## src/rtl/instr_fetch_stage_pkg.sv

```systemverilog
// Shared widths, state encodings and entry layout for the instruction fetch stage.
// Optional misaligned-redirect trap is enabled in the top by defining FETCH_MISALIGN_CHECK_EN.
package instr_fetch_stage_pkg;

  localparam int DATA_BUS_BITS  = 64;
  localparam int INSTR_BUS_BITS = 32;

  localparam logic [DATA_BUS_BITS-1:0] DEFAULT_RESET_PC = '0;

  typedef enum logic [1:0] {
    FETCH_RUN   = 2'b00,
    FETCH_DRAIN = 2'b01,
    FETCH_HALT  = 2'b10
  } fetch_state_e;

  typedef struct packed {
    logic [INSTR_BUS_BITS-1:0] instr;
    logic [DATA_BUS_BITS-1:0]  pc;
    logic [DATA_BUS_BITS-1:0]  pc_plus4;
  } fetch_entry_t;

  localparam int FETCH_ENTRY_BITS = $bits(fetch_entry_t);

  // Sequential successor; wraps modulo 2^64.
  function automatic logic [DATA_BUS_BITS-1:0] next_seq_pc(input logic [DATA_BUS_BITS-1:0] pc);
    return pc + DATA_BUS_BITS'(4);
  endfunction

endpackage

```

## src/rtl/instr_fetch_stage_fetch_fifo.sv

```systemverilog
// Small synchronous FIFO with flush; used for the in-flight PC queue and the response buffer.
// Flush wins over push and pop in the same cycle.
module fetch_fifo #(
  parameter int WIDTH = 8,
  parameter int DEPTH = 2
) (
  input  logic                       clk,
  input  logic                       reset_n,
  input  logic                       flush,
  input  logic                       push,
  input  logic [WIDTH-1:0]           push_data,
  input  logic                       pop,
  output logic [WIDTH-1:0]           head_data,
  output logic                       empty,
  output logic [$clog2(DEPTH+1)-1:0] count
);

  localparam int CNT_W = $clog2(DEPTH + 1);
  localparam int PTR_W = (DEPTH > 1) ? $clog2(DEPTH) : 1;

  logic [WIDTH-1:0] mem_q [DEPTH];
  logic [WIDTH-1:0] mem_d [DEPTH];
  logic [PTR_W-1:0] rd_ptr_q, rd_ptr_d;
  logic [PTR_W-1:0] wr_ptr_q, wr_ptr_d;
  logic [CNT_W-1:0] count_q, count_d;
  logic             push_ok;
  logic             pop_ok;

  function automatic logic [PTR_W-1:0] ptr_inc(input logic [PTR_W-1:0] p);
    if (p == PTR_W'(DEPTH - 1)) begin
      return '0;
    end
    return p + PTR_W'(1);
  endfunction

  assign push_ok = push & (count_q != CNT_W'(DEPTH));
  assign pop_ok  = pop & (count_q != '0);

  always_comb begin
    mem_d    = mem_q;
    rd_ptr_d = rd_ptr_q;
    wr_ptr_d = wr_ptr_q;
    count_d  = count_q;
    if (flush) begin
      rd_ptr_d = '0;
      wr_ptr_d = '0;
      count_d  = '0;
    end else begin
      if (push_ok) begin
        mem_d[wr_ptr_q] = push_data;
        wr_ptr_d        = ptr_inc(wr_ptr_q);
      end
      if (pop_ok) begin
        rd_ptr_d = ptr_inc(rd_ptr_q);
      end
      count_d = count_q + CNT_W'(push_ok) - CNT_W'(pop_ok);
    end
  end

  always_ff @(posedge clk or negedge reset_n) begin
    if (!reset_n) begin
      for (int i = 0; i < DEPTH; i++) begin
        mem_q[i] <= '0;
      end
      rd_ptr_q <= '0;
      wr_ptr_q <= '0;
      count_q  <= '0;
    end else begin
      mem_q    <= mem_d;
      rd_ptr_q <= rd_ptr_d;
      wr_ptr_q <= wr_ptr_d;
      count_q  <= count_d;
    end
  end

  assign head_data = mem_q[rd_ptr_q];
  assign empty     = (count_q == '0);
  assign count     = count_q;

endmodule

```

## src/rtl/instr_fetch_stage.sv

```systemverilog
// IF stage: owns the PC, issues in-order imem fetches under a credit limit, buffers responses for IF/ID,
// and drains stale responses after a redirect. FETCH_MISALIGN_CHECK_EN adds a HALT trap on misaligned targets.
module instr_fetch_stage
  import instr_fetch_stage_pkg::*;
#(
  parameter logic [DATA_BUS_BITS-1:0] RESET_PC   = DEFAULT_RESET_PC,
  parameter int                       FIFO_DEPTH = 2
) (
  input  logic                      clk,
  input  logic                      reset_n,
  output logic                      imem_req,
  output logic [DATA_BUS_BITS-1:0]  imem_addr,
  input  logic                      imem_gnt,
  input  logic                      imem_rvalid,
  input  logic [INSTR_BUS_BITS-1:0] imem_rdata,
  input  logic                      redirect_valid,
  input  logic [DATA_BUS_BITS-1:0]  redirect_pc,
  input  logic                      id_ready,
  output logic                      if_valid,
  output logic [INSTR_BUS_BITS-1:0] instr_out,
  output logic [DATA_BUS_BITS-1:0]  PC_out,
  output logic [DATA_BUS_BITS-1:0]  PCPlus4_out,
  output logic                      fetch_misaligned
);

  localparam int CNT_W = $clog2(FIFO_DEPTH + 1);

  fetch_state_e              state_q, state_d;
  logic [DATA_BUS_BITS-1:0]  pc_q, pc_d;
  logic [CNT_W-1:0]          drop_cnt_q, drop_cnt_d;

  logic [CNT_W-1:0]          inflight_cnt;
  logic [CNT_W-1:0]          rsp_cnt;
  logic                      inflight_empty;
  logic                      rsp_empty;
  logic [DATA_BUS_BITS-1:0]  inflight_pc;
  fetch_entry_t              rsp_head;
  fetch_entry_t              rsp_push_entry;

  logic [CNT_W-1:0]          outstanding;
  logic [CNT_W:0]            credits_used;
  logic                      credit_ok;
  logic                      fetch_hs;
  logic                      rsp_accept;
  logic                      rvalid_live;
  logic                      out_pop;
  logic [DATA_BUS_BITS-1:0]  redirect_target;
  logic                      redirect_misaligned;

`ifdef FETCH_MISALIGN_CHECK_EN
  logic fetch_misaligned_q, fetch_misaligned_d;

  assign redirect_target     = redirect_pc;
  assign redirect_misaligned = (redirect_pc[1:0] != 2'b00);
`else
  logic unused_redirect_lsbs;

  assign redirect_target      = {redirect_pc[DATA_BUS_BITS-1:2], 2'b00};
  assign redirect_misaligned  = 1'b0;
  assign unused_redirect_lsbs = ^redirect_pc[1:0];
`endif

  // Only one of the two terms is ever nonzero: the PC queue is empty outside RUN, drop_cnt is zero in RUN.
  assign outstanding = inflight_cnt + drop_cnt_q;
  assign rvalid_live = imem_rvalid & (outstanding != '0);
  assign out_pop     = if_valid & id_ready;

  // A head leaving this cycle frees its slot immediately, which keeps a 1-cycle memory streaming without bubbles.
  assign credits_used = {1'b0, inflight_cnt} + {1'b0, rsp_cnt} - (CNT_W + 1)'(out_pop);
  assign credit_ok    = credits_used < (CNT_W + 1)'(FIFO_DEPTH);

  assign imem_req   = reset_n & (state_q == FETCH_RUN) & ~redirect_valid & credit_ok;
  assign imem_addr  = pc_q;
  assign fetch_hs   = imem_req & imem_gnt;
  assign rsp_accept = (state_q == FETCH_RUN) & ~redirect_valid & imem_rvalid & ~inflight_empty;

  assign rsp_push_entry = '{instr: imem_rdata, pc: inflight_pc, pc_plus4: next_seq_pc(inflight_pc)};

  always_comb begin
    state_d    = state_q;
    drop_cnt_d = drop_cnt_q;
    pc_d       = pc_q;
    if (redirect_valid) begin
      pc_d       = redirect_target;
      drop_cnt_d = outstanding - CNT_W'(rvalid_live);
      if (redirect_misaligned) begin
        state_d = FETCH_HALT;
      end else if (drop_cnt_d != '0) begin
        state_d = FETCH_DRAIN;
      end else begin
        state_d = FETCH_RUN;
      end
    end else begin
      if (fetch_hs) begin
        pc_d = next_seq_pc(pc_q);
      end
      case (state_q)
        FETCH_RUN: begin
        end
        FETCH_DRAIN: begin
          if (rvalid_live) begin
            drop_cnt_d = drop_cnt_q - CNT_W'(1);
            if (drop_cnt_q == CNT_W'(1)) begin
              state_d = FETCH_RUN;
            end
          end
        end
`ifdef FETCH_MISALIGN_CHECK_EN
        FETCH_HALT: begin
          if (rvalid_live) begin
            drop_cnt_d = drop_cnt_q - CNT_W'(1);
          end
        end
`endif
        default: begin
          state_d = FETCH_RUN;
        end
      endcase
    end
  end

  always_ff @(posedge clk or negedge reset_n) begin
    if (!reset_n) begin
      state_q    <= FETCH_RUN;
      pc_q       <= RESET_PC;
      drop_cnt_q <= '0;
    end else begin
      state_q    <= state_d;
      pc_q       <= pc_d;
      drop_cnt_q <= drop_cnt_d;
    end
  end

`ifdef FETCH_MISALIGN_CHECK_EN
  always_comb begin
    fetch_misaligned_d = fetch_misaligned_q;
    if (redirect_valid) begin
      fetch_misaligned_d = redirect_misaligned;
    end
  end

  always_ff @(posedge clk or negedge reset_n) begin
    if (!reset_n) begin
      fetch_misaligned_q <= 1'b0;
    end else begin
      fetch_misaligned_q <= fetch_misaligned_d;
    end
  end

  assign fetch_misaligned = fetch_misaligned_q;
`else
  assign fetch_misaligned = 1'b0;
`endif

  fetch_fifo #(
    .WIDTH (DATA_BUS_BITS),
    .DEPTH (FIFO_DEPTH)
  ) u_inflight_q (
    .clk       (clk),
    .reset_n   (reset_n),
    .flush     (redirect_valid),
    .push      (fetch_hs),
    .push_data (pc_q),
    .pop       (rsp_accept),
    .head_data (inflight_pc),
    .empty     (inflight_empty),
    .count     (inflight_cnt)
  );

  fetch_fifo #(
    .WIDTH (FETCH_ENTRY_BITS),
    .DEPTH (FIFO_DEPTH)
  ) u_rsp_buf (
    .clk       (clk),
    .reset_n   (reset_n),
    .flush     (redirect_valid),
    .push      (rsp_accept),
    .push_data (rsp_push_entry),
    .pop       (out_pop),
    .head_data (rsp_head),
    .empty     (rsp_empty),
    .count     (rsp_cnt)
  );

  // The buffer head keeps stale data after a pop, so the payload is forced to zero when empty.
  assign if_valid    = ~rsp_empty & ~redirect_valid;
  assign instr_out   = rsp_empty ? '0 : rsp_head.instr;
  assign PC_out      = rsp_empty ? '0 : rsp_head.pc;
  assign PCPlus4_out = rsp_empty ? '0 : rsp_head.pc_plus4;

endmodule

```

## config.mk

```make
export PLATFORM = sky130hd
export DESIGN_NAME = instr_fetch_stage
export DESIGN_NICKNAME = d
export VERILOG_FILES = /design/src/rtl/instr_fetch_stage_pkg.sv /design/src/rtl/instr_fetch_stage_fetch_fifo.sv /design/src/rtl/instr_fetch_stage.sv
export SDC_FILE = /design/constraint.sdc
export NUM_CORES = 1
export LEC_CHECK = 0
export CAP_MARGIN = 20
export CORE_ASPECT_RATIO = 0.9
export CORE_MARGIN = 2
export CORE_UTILIZATION = 59
export CTS_CLUSTER_SIZE = 16
export DETAILED_ROUTE_END_ITERATION = 12
export PLACE_DENSITY = 0.84
export SYNTH_ARGS = -nofsm -noshare
export SYNTH_HDL_FRONTEND = slang
export SYNTH_HIERARCHICAL = 1
export SYNTH_SLANG_ARGS = --single-unit
```

## constraint.sdc

```tcl
create_clock -name clk -period 12.2 [get_ports clk]
set_clock_uncertainty 0.05 [all_clocks]
set_input_delay 1.83 -clock clk [delete_from_list [all_inputs] [get_ports clk]]
set_output_delay 1.83 -clock clk [all_outputs]
set_load 0.01 [all_outputs]
```

# ---- After elaboration in Yosys (flattened, before gate mapping)
# Index checks and enable logic that the tools add are counted.
dict set report totals {
  reg_bits 524
  input_bits 102
  output_inout_bits 227
}
dict set report classes {
  addsub 15
  order_cmp 7
  eq_ne 7
  n_mux 55
  bitwise_logic 21
  reduce_logical 20
}
# operator count
set op_table {}
lappend op_table {{160-bit 2-to-1 mux} 4}
lappend op_table {{64-bit 2-to-1 mux} 8}
lappend op_table {{320-bit bitwise mux} 1}
lappend op_table {{160-bit demux with 1-bit select} 1}
lappend op_table {{64-bit by 3-bit adder with 64-bit output, second input constant} 2}
lappend op_table {{128-bit bitwise mux} 1}
lappend op_table {{64-bit demux with 1-bit select} 1}
lappend op_table {{32-bit 2-to-1 mux} 1}
lappend op_table {{1-bit 2-to-1 mux} 29}
lappend op_table {{2-bit nonzero test} 11}
lappend op_table {{2-bit 2-to-1 mux} 8}
lappend op_table {{1-bit AND} 14}
lappend op_table {{2-bit >= comparator, second input constant} 4}
lappend op_table {{1-bit NOT with 2-bit output} 4}
lappend op_table {{2-bit zero test} 3}
lappend op_table {{2-bit inequality test, second input constant} 3}
lappend op_table {{3-bit inequality test, second input constant} 2}
lappend op_table {{2-bit AND reduction} 3}
lappend op_table {{2-bit by 1-bit subtractor with 2-bit output} 3}
lappend op_table {{1-bit adder, second input constant} 4}
lappend op_table {{2-bit by 1-bit adder with 2-bit output} 2}
lappend op_table {{2-bit by 1-bit equality test with 1-bit output, second input constant} 2}
lappend op_table {{2-bit by 1-bit < comparator with 1-bit output, second input constant} 2}
lappend op_table {{2-bit one-hot mux with 2 select lines} 1}
lappend op_table {{8 further kinds} 11}

# ---- Depth between registers and ports, before layout
dict set report logic_depth {
  depth_word 14
  depth_mapped 19
  depth_no_buf 15
}

# ---- Hierarchy
# Netlist, hierarchy kept.
# module n_inst cells_per_inst area_each_um2 seq_area_each_um2
set by_module_without_submodules {}
lappend by_module_without_submodules {{fetch_fifo at u_rsp_buf} 1 877 13933.4 8107.8}
lappend by_module_without_submodules {instr_fetch_stage 1 866 6565.0 1626.6}
lappend by_module_without_submodules {{fetch_fifo at u_inflight_q} 1 364 5934.4 3303.2}

# ---- Worst setup path before layout
# OpenSTA, ideal clock, no wires.
dict set report synth_timing {
  path_kind {input to register}
  start {input port redirect_valid}
  end {register u_inflight_q/mem_q[100] (netlist name)}
  setup_ps 125
  arrival_time_ps 5566
  required_time_ps 12025
  setup_slack_ps 6459
  stages 15
  path_buffers 4
  path_cell_list {clkbuf_1 nor2_1 and2_1 ha_1 nand2b_1 fa_1 nor4bb_1 nand3_1 clkbuf_1 inv_1 buf_1 inv_1 nor4_4 buf_6 mux2_4}
}
dict set report synth_via {
  elab_chain_cells 9
  word_cells_on_any_way 10
  cone_classes {add/sub: 1; order compare: 1; bitwise: 7; reduce/logical: 1}
}
# element line
set synth_rtl {}
lappend synth_rtl {{from (decl)} instr_fetch_stage.sv:16} ;# input logic redirect_valid,
lappend synth_rtl {{1-bit NOT (no line)} --}
lappend synth_rtl {{1-bit AND} instr_fetch_stage.sv:186} ;# assign if_valid = ~rsp_empty & ~redirect_valid;
lappend synth_rtl {{net if_valid} instr_fetch_stage.sv:19} ;# output logic if_valid,
lappend synth_rtl {{1-bit AND} instr_fetch_stage.sv:66} ;# assign out_pop = if_valid & id_ready;
lappend synth_rtl {{net out_pop} instr_fetch_stage.sv:46} ;# logic out_pop;
lappend synth_rtl {{3-bit by 1-bit subtractor with 3-bit output} instr_fetch_stage.sv:69} ;# assign credits_used = {1'b0, inflight_cnt} + {1'b0, rsp_cnt} - (CNT_W + 1)'(out_pop);
lappend synth_rtl {{3-bit by 2-bit < comparator with 1-bit output} instr_fetch_stage.sv:70} ;# assign credit_ok = credits_used < (CNT_W + 1)'(FIFO_DEPTH);
lappend synth_rtl {{1-bit AND} instr_fetch_stage.sv:72} ;# assign imem_req = reset_n & (state_q == FETCH_RUN) & ~redirect_valid & credit_ok;
lappend synth_rtl {{1-bit AND} instr_fetch_stage.sv:74} ;# assign fetch_hs = imem_req & imem_gnt;
lappend synth_rtl {{net fetch_hs} instr_fetch_stage.sv:43} ;# logic fetch_hs;
lappend synth_rtl {{1-bit AND} instr_fetch_stage_fetch_fifo.sv:36} ;# assign push_ok = push & (count_q != CNT_W'(DEPTH));
lappend synth_rtl {{2-bit AND reduction (no line)} --}
lappend synth_rtl {{to (signal assigned)} instr_fetch_stage_fetch_fifo.sv:69} ;# mem_q <= mem_d;
lappend synth_rtl {{to (decl)} instr_fetch_stage_fetch_fifo.sv:21} ;# logic [WIDTH-1:0] mem_q [DEPTH];
# The timed path passes the listed nets, and every way through them passes these cells.
# A chain may end at the register's enable or synchronous reset.

# ---- Worst setup path after layout
dict set report layout_timing {
  start {input port redirect_valid}
  end {register u_inflight_q/mem_q[120] (netlist name)}
}
dict set report layout_via {
  elab_chain_cells 9
  word_cells_on_any_way 10
  cone_classes {add/sub: 1; order compare: 1; bitwise: 7; reduce/logical: 1}
}
# element line
set layout_rtl {}
lappend layout_rtl {{1-bit NOT (no line)} --}
lappend layout_rtl {{1-bit AND} instr_fetch_stage.sv:186}
lappend layout_rtl {{1-bit AND} instr_fetch_stage.sv:66}
lappend layout_rtl {{net out_pop} instr_fetch_stage.sv:46}
lappend layout_rtl {{3-bit by 1-bit subtractor with 3-bit output} instr_fetch_stage.sv:69}
lappend layout_rtl {{3-bit by 2-bit < comparator with 1-bit output} instr_fetch_stage.sv:70}
lappend layout_rtl {{1-bit AND} instr_fetch_stage.sv:72}
lappend layout_rtl {{1-bit AND} instr_fetch_stage.sv:74}
lappend layout_rtl {{1-bit AND} instr_fetch_stage_fetch_fifo.sv:36}
lappend layout_rtl {{2-bit AND reduction (no line)} --}
# The timed path passes the listed nets, and every way through them passes these cells.

==> results.tsv <==
metric	value	unit
CTS Hold Bufs	0	
final setup fails	0	
CP delay by family, top	buffers and inverters	
Top cell by count, worst path	buf_4	
crit-path cells	buf_2 -> nor2_1 -> and2_1 -> ha_1 -> nand2b_1 -> fa_1 -> nor4bb_1 -> nand3_2 -> buf_4 -> inv_1 -> buf_4 -> inv_1 -> nor4_4 -> buf_4 -> buf_4 -> mux2_2	
Crit path buffers/inverters	7	
multiplexer share of the synthesized area	29.57	%
Synth Warn #	6	
Max VDD drop	0.1012	mV
Synth Area in Simple Gates	11.83	%
Rel. slew slack	24.19	%
Routed WL per cell	22.07	um
site row count	73	
combinational family with the most area after synthesis	multiplexers	
Post-synth EDFFs	0	
FF+latch count, synth	521	
PD cells	143.6	mW/mm^2
final WL	66.89	mm
RSZ-0062 raised after global routing	no	
cell total after placement	2931	
DR vias/cell	6.003	
DIE HEIGHT	204.8	um
# H-tree levels	2	
power share of the clock group	35.9	%
pin count of the biggest net entering global routing	161	
post-CTS setup buffer count	0	
drt pass-1 iters	6	
slew at the pin closest to its max-slew limit	1137	ps
Tmin final	6295	ps
logic gate share of total power	18.9	%
R2R Path Start	u_rsp_buf/count[1]$_DFF_PN0_	
boundary pin count	329	
Max Slew Vio Count	0	
sw frac	27.56	%
worst reg2reg path endpoint	u_inflight_q/mem_q[120]$_DFFE_PN0P_	
Hold Crit Depth	1	
CTS Root Cell	clkbuf_16	
Post-DP HPWL	44.50	mm
Vias	18190	
clock latency at the later pin of the worst-skew pair	590	ps
number of library cell types mapped by synthesis	69	
CTS tree	yes	
hold_ws	430.2	ps
cell count after synthesis	2107	
status	complete, no violations	
GPL Wtd Cong	0.9106	
leakage	14.63	nW
final period utilization	51.60	%
FF-to-FF setup slack	6210	ps
max frequency	0.1589	GHz
Post-Synth Adder-Cell Area	0.5964	%
R2R depth	17	
Worst-path clk slew	60	ps
Synth Area in XOR/XNOR	2.584	%
Non-Filler Instances	3030	
final design utilization	72.00	%
internal power	3.311	mW
min-delay worst type	reg -> reg	
Nets	2502	
Mapped Area	0.02643	sq mm
setup TNS after final layout	0	ps
Initial Util	59.79	%
Max FO, Critical Path	74	
FF/Latch Area	0.01304	sq mm
first-pass GRT wire length	104.5	mm
startpoint types	input port	
Psw	1.260	mW
clk sinks	521	
Setup crit end kind	flip-flop	
multi-input logic area	0.01270	sq mm
sequential fraction of design power	45.1	%
GRT overflow	0	
syn avg cell area	12.55	sq um
post-route DRC violation count	0	
Hold Path End	u_rsp_buf/mem_q[272]$_DFFE_PN0P_	
hold path startpoint	u_rsp_buf/mem_q[272]$_DFFE_PN0P_	
Total GRT Usage	28.66	%
CP Data Required Time	12620	ps
CTS Buf Count	53	
number of DRC markers in iteration 0	1458	
crit path max-delay cell type	buf_4	
initial antenna violation count	0	
IO buf count	323	
Clock Path Buffers	3	
Final ANT Viol Nets	0	
Core Box Area	0.04421	sq mm
CP arrival	6720	ps
FFs w/ async S/R, synth	100.0	%
die footprint	0.04651	sq mm
Filler cells	3000	
Synth Area in Compound Gates	3.342	%
synthesis-to-finish area growth	20.42	%
vias in the first global route	18880	
Max-cap violations	0	
Top FF cell, synth	dfrtp_1	
Worst Setup Path Type	in -> reg	
CP max stage delay	710	ps
diode count	0	
Seq/Total Area, Yosys	49.32	%
layout cell share with drive strength beyond 1	29.34	%
Die Width	227.1	um
Final Hold Fails	0	
post_cts resized	0	
[worst max path at each step]
stage	from	to	slack (ps)	cells past startpoint
floorplan	redirect_valid	u_inflight_q/mem_q[100]$_DFFE_PN0P_	6460	15
global placement	redirect_valid	u_inflight_q/mem_q[117]$_DFFE_PN0P_	5450	16
detailed placement	redirect_valid	u_inflight_q/mem_q[124]$_DFFE_PN0P_	5380	16
CTS	redirect_valid	u_inflight_q/mem_q[120]$_DFFE_PN0P_	5960	16
global route	redirect_valid	u_inflight_q/mem_q[120]$_DFFE_PN0P_	5670	16
finish	redirect_valid	u_inflight_q/mem_q[120]$_DFFE_PN0P_	5910	16
[cell type report]
| type | count | area share (%) |
|---|---|---|
| Clock inverter | 16 | 0.6014 |
| Timing Repair Buffer | 347 | 10.93 |
| Tap cell | 600 | 2.359 |
| Sequential cell | 521 | 40.98 |
| Multi-Input combinational cell | 1441 | 39.92 |
| Inverter | 24 | 0.2830 |
| Clock buffer | 81 | 4.937 |
[synth_stat cells (4+ instances only)]
| cell type | number | area (sq um) |
|---|---|---|
| mux2_2 | 522 | 5878 |
| dfrtp_1 | 521 | 13040 |
| nor2b_1 | 166 | 1039 |
| mux2_1 | 100 | 1126 |
| nand2_1 | 89 | 334.1 |
| nand3_1 | 59 | 295.3 |
| clkbuf_1 | 57 | 214.0 |
| nor2_1 | 57 | 214.0 |
| mux2_4 | 50 | 750.7 |
| buf_2 | 49 | 245.2 |
| o21ai_0 | 47 | 235.2 |
| xnor2_1 | 47 | 411.6 |
| nand4_1 | 42 | 262.8 |
| xor2_1 | 31 | 271.5 |
| inv_1 | 22 | 82.58 |
| a21oi_1 | 21 | 105.1 |
| and3_1 | 18 | 112.6 |
| and4_1 | 16 | 140.1 |
| nor3_1 | 15 | 75.07 |
| buf_4 | 14 | 105.1 |
| a31oi_1 | 13 | 81.33 |
| a221o_1 | 11 | 110.1 |
| ha_1 | 11 | 137.6 |
| nor4_1 | 9 | 56.30 |
| and2_1 | 8 | 50.05 |
| or3_1 | 8 | 50.05 |
| buf_6 | 6 | 67.56 |
| mux2i_1 | 6 | 60.06 |
| nor4_4 | 6 | 127.6 |
| o211ai_1 | 6 | 45.04 |
| o311ai_0 | 6 | 52.55 |
| a32oi_1 | 5 | 43.79 |
| nand2b_1 | 4 | 25.02 |
| nand4b_1 | 4 | 35.03 |
| nor3_2 | 4 | 40.04 |
| nor3b_1 | 4 | 30.03 |
| o21a_1 | 4 | 30.03 |
| o311ai_1 | 4 | 35.03 |
[placed cells by master (no fill, tap or decap), drive strengths merged, types with 13 or more instances in the layout]
cell type      count
nor3              21
clkdlybuf4s50    321
mux2             672
xnor2             47
a31oi             13
a21oi             21
buf               26
and4              16
nor2              57
nand2             91
nand3             60
clkbuf            81
nand4             46
o21ai             48
nor4              18
inv               23
dfrtp            521
xor2              31
and3              18
nor2b            166
[through the flow]
step | setup WS (ps) | power, mW | cell area, sq um
3_5_place_dp | 5384 | 2.942 | 30010
2_1_floorplan | 6459 | 2.603 | 26460
3_3_place_gp | 5447 | 2.894 | 30010
5_1_grt | 5675 | 4.751 | 31830
4_1_cts | 5956 | 4.587 | 31770
6_report | 5905 | 4.571 | 31830
[state kept, by name, summed over array words and instances (netlist names)]
name,flops
u_rsp_buf/rd_ptr_q,1
u_rsp_buf/count,2
u_inflight_q/wr_ptr_q,1
drop_cnt_q,2
u_inflight_q/count,2
u_inflight_q/rd_ptr_q,1
state_q,1
imem_addr,62
u_rsp_buf/mem_q,320
u_inflight_q/mem_q,128
u_rsp_buf/wr_ptr_q,1
[metal layers]
layer	share of wire (%)	GRT usage (%)	vias to the layer above	wire (um)
li1	-	-	8086	-
met1	42	37.66	9356	27930
met2	49	47.81	607	33040
met3	5.3	4.805	140	3557
met4	3.5	10.83	0	2365
met5	0	0	-	0
[kinds of logic (layout without fill, tap and decap cells)]
family,Yosys count,after routing
XOR/XNOR,78,78
flip-flops,521,521
AO/OA/AOI/OAI,135,135
multiplexers,678,678
AND/OR/NAND/NOR,531,531
adder cells (fa/ha/maj),12,12
buffers and inverters,151,468
other,1,7
[power groups by stage]
stage / clock [mW] / sequential [mW] / combinational [mW]
after floorplan: 0 / 2.04 / 0.568
after global placement: 0 / 2.07 / 0.824
after detailed placement: 0 / 2.09 / 0.855
after CTS: 1.66 / 2.06 / 0.863
after global routing: 1.74 / 2.08 / 0.930
final: 1.64 / 2.06 / 0.864
No activity file was read; power rests on OpenSTA's default activity.
